$ cat src/rtl/axil_reg_slave.sv
// AXI-Lite slave register bank: NUM_REGS full-word registers behind independent
// AW/W holding slots, one B per write, one R per read, all contents exported.
module axil_reg_slave #(
  parameter int                    ADDR_WIDTH = 32,
  parameter int                    DATA_WIDTH = 32,
  parameter int                    NUM_REGS   = 8,
  parameter logic [ADDR_WIDTH-1:0] BASE_ADDR  = '0
) (
  input  logic                           ACLK,
  input  logic                           ARESETN,
  input  logic                           AWVALID,
  input  logic [ADDR_WIDTH-1:0]          AWADDR,
  output logic                           AWREADY,
  input  logic                           WVALID,
  input  logic [DATA_WIDTH-1:0]          WDATA,
  output logic                           WREADY,
  output logic                           BVALID,
  output logic [1:0]                     BRESP,
  input  logic                           BREADY,
  input  logic                           ARVALID,
  input  logic [ADDR_WIDTH-1:0]          ARADDR,
  output logic                           ARREADY,
  output logic                           RVALID,
  output logic [DATA_WIDTH-1:0]          RDATA,
  output logic [1:0]                     RRESP,
  input  logic                           RREADY,
  output logic [NUM_REGS*DATA_WIDTH-1:0] regs_o
);

  localparam int                  IDX_W       = $clog2(NUM_REGS);
  localparam logic [ADDR_WIDTH:0] SPAN        = (ADDR_WIDTH+1)'(NUM_REGS*4);
  localparam logic [1:0]          RESP_OKAY   = 2'b00;
  localparam logic [1:0]          RESP_SLVERR = 2'b10;
  localparam logic [1:0]          RESP_DECERR = 2'b11;

  // Range is checked before alignment, so an unaligned out-of-range access is DECERR.
  function automatic logic [1:0] decodeResp(input logic [ADDR_WIDTH-1:0] off);
    if ({1'b0, off} >= SPAN)    decodeResp = RESP_DECERR;
    else if (off[1:0] != 2'b00) decodeResp = RESP_SLVERR;
    else                        decodeResp = RESP_OKAY;
  endfunction

  logic                           ready_q;
  logic                           awFull_q, awFull_d;
  logic [ADDR_WIDTH-1:0]          awAddr_q, awAddr_d;
  logic                           wFull_q, wFull_d;
  logic [DATA_WIDTH-1:0]          wData_q, wData_d;
  logic                           bValid_q, bValid_d;
  logic [1:0]                     bResp_q, bResp_d;
  logic                           rValid_q, rValid_d;
  logic [DATA_WIDTH-1:0]          rData_q, rData_d;
  logic [1:0]                     rResp_q, rResp_d;
  logic [NUM_REGS*DATA_WIDTH-1:0] regs_q, regs_d;

  logic [ADDR_WIDTH-1:0] awOff, arOff;
  logic [IDX_W-1:0]      awIdx, arIdx;
  logic [1:0]            awResp, arResp;
  logic                  awHs, wHs, arHs, bHs, rHs, commit;

  // ready_q keeps every ready low until one edge after reset is released.
  assign AWREADY = ready_q & ARESETN & ~awFull_q;
  assign WREADY  = ready_q & ARESETN & ~wFull_q;
  assign ARREADY = ready_q & ARESETN & ~rValid_q;

  assign awHs   = AWVALID & AWREADY;
  assign wHs    = WVALID & WREADY;
  assign arHs   = ARVALID & ARREADY;
  assign bHs    = bValid_q & BREADY;
  assign rHs    = rValid_q & RREADY;
  assign commit = awFull_q & wFull_q & ~bValid_q;

  assign awOff  = awAddr_q - BASE_ADDR;
  assign arOff  = ARADDR - BASE_ADDR;
  assign awIdx  = awOff[IDX_W+1:2];
  assign arIdx  = arOff[IDX_W+1:2];
  assign awResp = decodeResp(awOff);
  assign arResp = decodeResp(arOff);

  always_comb begin
    awFull_d = awFull_q;
    awAddr_d = awAddr_q;
    wFull_d  = wFull_q;
    wData_d  = wData_q;
    bValid_d = bValid_q;
    bResp_d  = bResp_q;
    rValid_d = rValid_q;
    rData_d  = rData_q;
    rResp_d  = rResp_q;
    regs_d   = regs_q;

    if (awHs) begin
      awFull_d = 1'b1;
      awAddr_d = AWADDR;
    end
    if (wHs) begin
      wFull_d = 1'b1;
      wData_d = WDATA;
    end

    if (bHs) bValid_d = 1'b0;
    // A commit needs both slots full, so it never coincides with a slot handshake.
    if (commit) begin
      awFull_d = 1'b0;
      wFull_d  = 1'b0;
      bValid_d = 1'b1;
      bResp_d  = awResp;
      if (awResp == RESP_OKAY) regs_d[int'(awIdx)*DATA_WIDTH +: DATA_WIDTH] = wData_q;
    end

    if (rHs) rValid_d = 1'b0;
    // Reads sample regs_q, so a same-edge commit returns the pre-write value.
    if (arHs) begin
      rValid_d = 1'b1;
      rResp_d  = arResp;
      rData_d  = (arResp == RESP_OKAY) ? regs_q[int'(arIdx)*DATA_WIDTH +: DATA_WIDTH] : '0;
    end
  end

  always_ff @(posedge ACLK) begin
    if (!ARESETN) begin
      ready_q  <= 1'b0;
      awFull_q <= 1'b0;
      awAddr_q <= '0;
      wFull_q  <= 1'b0;
      wData_q  <= '0;
      bValid_q <= 1'b0;
      bResp_q  <= 2'b00;
      rValid_q <= 1'b0;
      rData_q  <= '0;
      rResp_q  <= 2'b00;
      regs_q   <= '0;
    end else begin
      ready_q  <= 1'b1;
      awFull_q <= awFull_d;
      awAddr_q <= awAddr_d;
      wFull_q  <= wFull_d;
      wData_q  <= wData_d;
      bValid_q <= bValid_d;
      bResp_q  <= bResp_d;
      rValid_q <= rValid_d;
      rData_q  <= rData_d;
      rResp_q  <= rResp_d;
      regs_q   <= regs_d;
    end
  end

  assign BVALID = bValid_q;
  assign BRESP  = bResp_q;
  assign RVALID = rValid_q;
  assign RDATA  = rData_q;
  assign RRESP  = rResp_q;
  assign regs_o = regs_q;

endmodule
$ cat config.mk
export PLATFORM = sky130hd
export DESIGN_NAME = axil_reg_slave
export DESIGN_NICKNAME = d
export VERILOG_FILES = /design/src/rtl/axil_reg_slave.sv
export SDC_FILE = /design/constraint.sdc
export NUM_CORES = 1
export LEC_CHECK = 0
export ABC_AREA = 1
export CORE_MARGIN = 2
export CORE_UTILIZATION = 42
export CTS_CLUSTER_SIZE = 28
export DETAILED_ROUTE_END_ITERATION = 7
export GPL_ROUTABILITY_DRIVEN = 1
export PLACE_DENSITY_LB_ADDON = 0.1
export SYNTH_ARGS = -nofsm -noshare
export SYNTH_HDL_FRONTEND = slang
export SYNTH_SLANG_ARGS = --single-unit
$ cat constraint.sdc
create_clock -name ACLK -period 2.55 [get_ports ACLK]
set_input_delay 0.51 -clock ACLK [delete_from_list [all_inputs] [get_ports ACLK]]
set_output_delay 0.51 -clock ACLK [all_outputs]
set_load 0.05 [all_outputs]
==> metrics.txt, run 1 <==
synthesized instance count=~3100; WL final=85.0 mm; Residual DRC=0; Max-slew headroom=0.428; nets=between 3000 and 4000; post-DR wirelength/cell=20.9 µm; I/O pins=400; post-route minimum period=2.49 ns; Syn Std Cell Area=0.0188 mm²; critical path's slowest cell=clkdlybuf4s50_1; PortBufs=between 300 and 400; layout cells sized above 1=0.0493; Clock Sinks=around 360; DRT iter0 DRCs=1946; global-route wire length before repair=~130 mm; DIE WIDTH=about 220 µm; Synth top area share=0.385; #FFs+latches synth=361; FFs w/ async S/R, synth=0; outcome=finished, final reports clean; vias in the first global route=20440; placed cell area=roughly 0.023 mm²; Site Rows=77; Layout Skew=0.0370 ns; # Max-Cap Violations=0; Hold Slack=0.0803 ns; Layout area overhead=31.5%; Core Footprint=0.0441 mm²; post-synth top area cell=dfxtp_1; Avg Cell Area, Syn=5.98 µm²; critical path fanouts, max=3; via-per-instance ratio=5.29; largest net degree at the start of global routing=167; antenna diode count=0; unique cell type count in the Yosys netlist=24; Post-synth EDFFs=0; worst min-delay path category=in2reg; commonest cells in the netlist=1017 x nand2_1, 521 x nor2_1, 411 x inv_1; Worst Setup Start Kind=register; final instance area=roughly 0.025 mm²; Clock Latency Late Sink=~0.59 ns; count leader, synth=nand2_1; Hold Buf Count CTS=0; die span in y=215 µm; Final Hold Viols=0; Max Buffers Root-to-Sink=3; sequential share of the synthesized area=0.385; CP max stage delay=0.88 ns; clock slew at reported path FFs=0.06 ns; commonest register cell after synthesis=dfxtp_1; Initial Utilization=0.425; gr ovfl total=0; GR Util All Layers=0.359; leak pwr=around 0.011 µW; Worst Max-Slew Pin Slew=0.858 ns; CTS buffer count=42; syn nets=3244; Final Max Slew Viols=0; delay-heaviest family, CP=buffers and inverters; hpwl dp=61.3 mm; Final setup viols=0; initial antenna violation count=0; H-tree levels=2; crit-path cells=clkdlybuf4s50_1; Synth Warn #=0; setup TNS=0 ns; ranking of synthesized cells by area=dfxtp_1 39%, nand2_1 20%, nor2_1 10%; Req. time, crit path=2.04 ns; iteration count of the initial detailed-routing pass=8; crit path kind=reg2out; Buf/Inv on CP=1; Detail Route Antenna Nets=0; max frequency=401 MHz; VDD IR max=0.409 mV; RSZ-0062 raised after global routing=false; worst endpoint data arrival time=1.98 ns; CTS tree=built; crit end category=output port; Root Buffer=clkbuf_16; via count=21473; die area=0.0464 mm²; Routability Congestion=1.06; Tcrit/Tclk final=0.978; Power Density=532 mW/mm²
report_power, final:
group	switching, µW	internal, µW	leakage [µW]
Sequential	50.0	5690	0.00291
Clock	2520	3380	0.000649
Combinational	1070	422	0.00751
Total	3640	9490	0.0111
sequential cells by signal, summed over array words and instances (netlist names):
name      count
BRESP         2
BVALID        1
RDATA        32
RRESP         2
RVALID        1
awAddr_q     32
awFull_q      1
ready_q       1
regs_o      256
wData_q      32
wFull_q       1
layer usage:
metal	GRT usage	vias to the layer above	wire length [µm]
met5	0	-	0
met4	0.278	0	7350
met3	0.0638	258	5950
met2	0.612	940	40700
met1	0.395	10069	31000
li1	-	10206	-
metrics by stage:
stage / util / power (µW) / cells / worst slack [ns]
6_report: 0.559 / 13100 / 4059 / 0.0562
2_1_floorplan: - / 6660 / 3139 / 0.00658
4_1_cts: 0.559 / 13100 / 4058 / 0.0734
5_1_grt: 0.559 / 13500 / 4059 / 0.0245
3_3_place_gp: 0.529 / 7290 / 3981 / 0.210
3_5_place_dp: 0.529 / 7300 / 3981 / 0.188
cell type report:
class | instances | area, µm²
inverter | 423 | 1590
timing repair buffer | 474 | 4730
clock inverter | 10 | 60.1
sequential | 361 | 7230
tap | 592 | 741
fill | 4581 | 19400
clock buffer | 67 | 1260
multi-input combinational | 2132 | 9060
final timing paths:
| kind | from | endpoint | slack [ns] | depth (start not counted) |
|---|---|---|---|---|
| setup / recovery | regs_o[235] | regs_o[235] | 0.06 | 1 |
| hold / removal | ARESETN | ready_q | 0.08 | 1 |
| setup reg to reg | awAddr_q[2] | regs_o[13] | 0.14 | 12 |
| hold reg to reg | awAddr_q[31] | awAddr_q[31] | 0.46 | 2 |
timing repair:
| item | CTS | global route |
|---|---|---|
| setup buffers | 0 | 0 |
| setup endpoints to repair | 0 | 10 |
| gates resized for setup | 0 | 1 |
logic make-up after synthesis:
family	share of synthesized area
AOI/OAI and AO/OA	0.0361
and+or+nand+nor	0.443
buffers and inverters	0.134
adders and majority gates	0.00133
DFF	0.385
cell usage in the layout, fill, tap and decap left out, types with 2 or more instances in the layout:
cell type and count:
a21oi_1 105, nor2_4 3, nand3_1 249, nor4_1 2
clkbuf_1 15, nor2_1 519, clkbuf_16 43, nor2_2 2
o21ai_0 29, nand3_2 6, buf_4 64, inv_6 2
clkinv_2 8, nand3_4 2, nor3_1 37, inv_1 411
nand4_1 155, nand2_1 1017, inv_2 8, dfxtp_1 361
clkbuf_8 10, inv_4 2, buf_12 15, clkdlybuf4s50_1 393
(Power assumes the default switching activity.)
==> run 2, diff against run 1 <==
CAP_MARGIN = 20   (was not set)
==> results of run 2 <==
No change in the layout: final DEF, timing and power equal those of run 1.
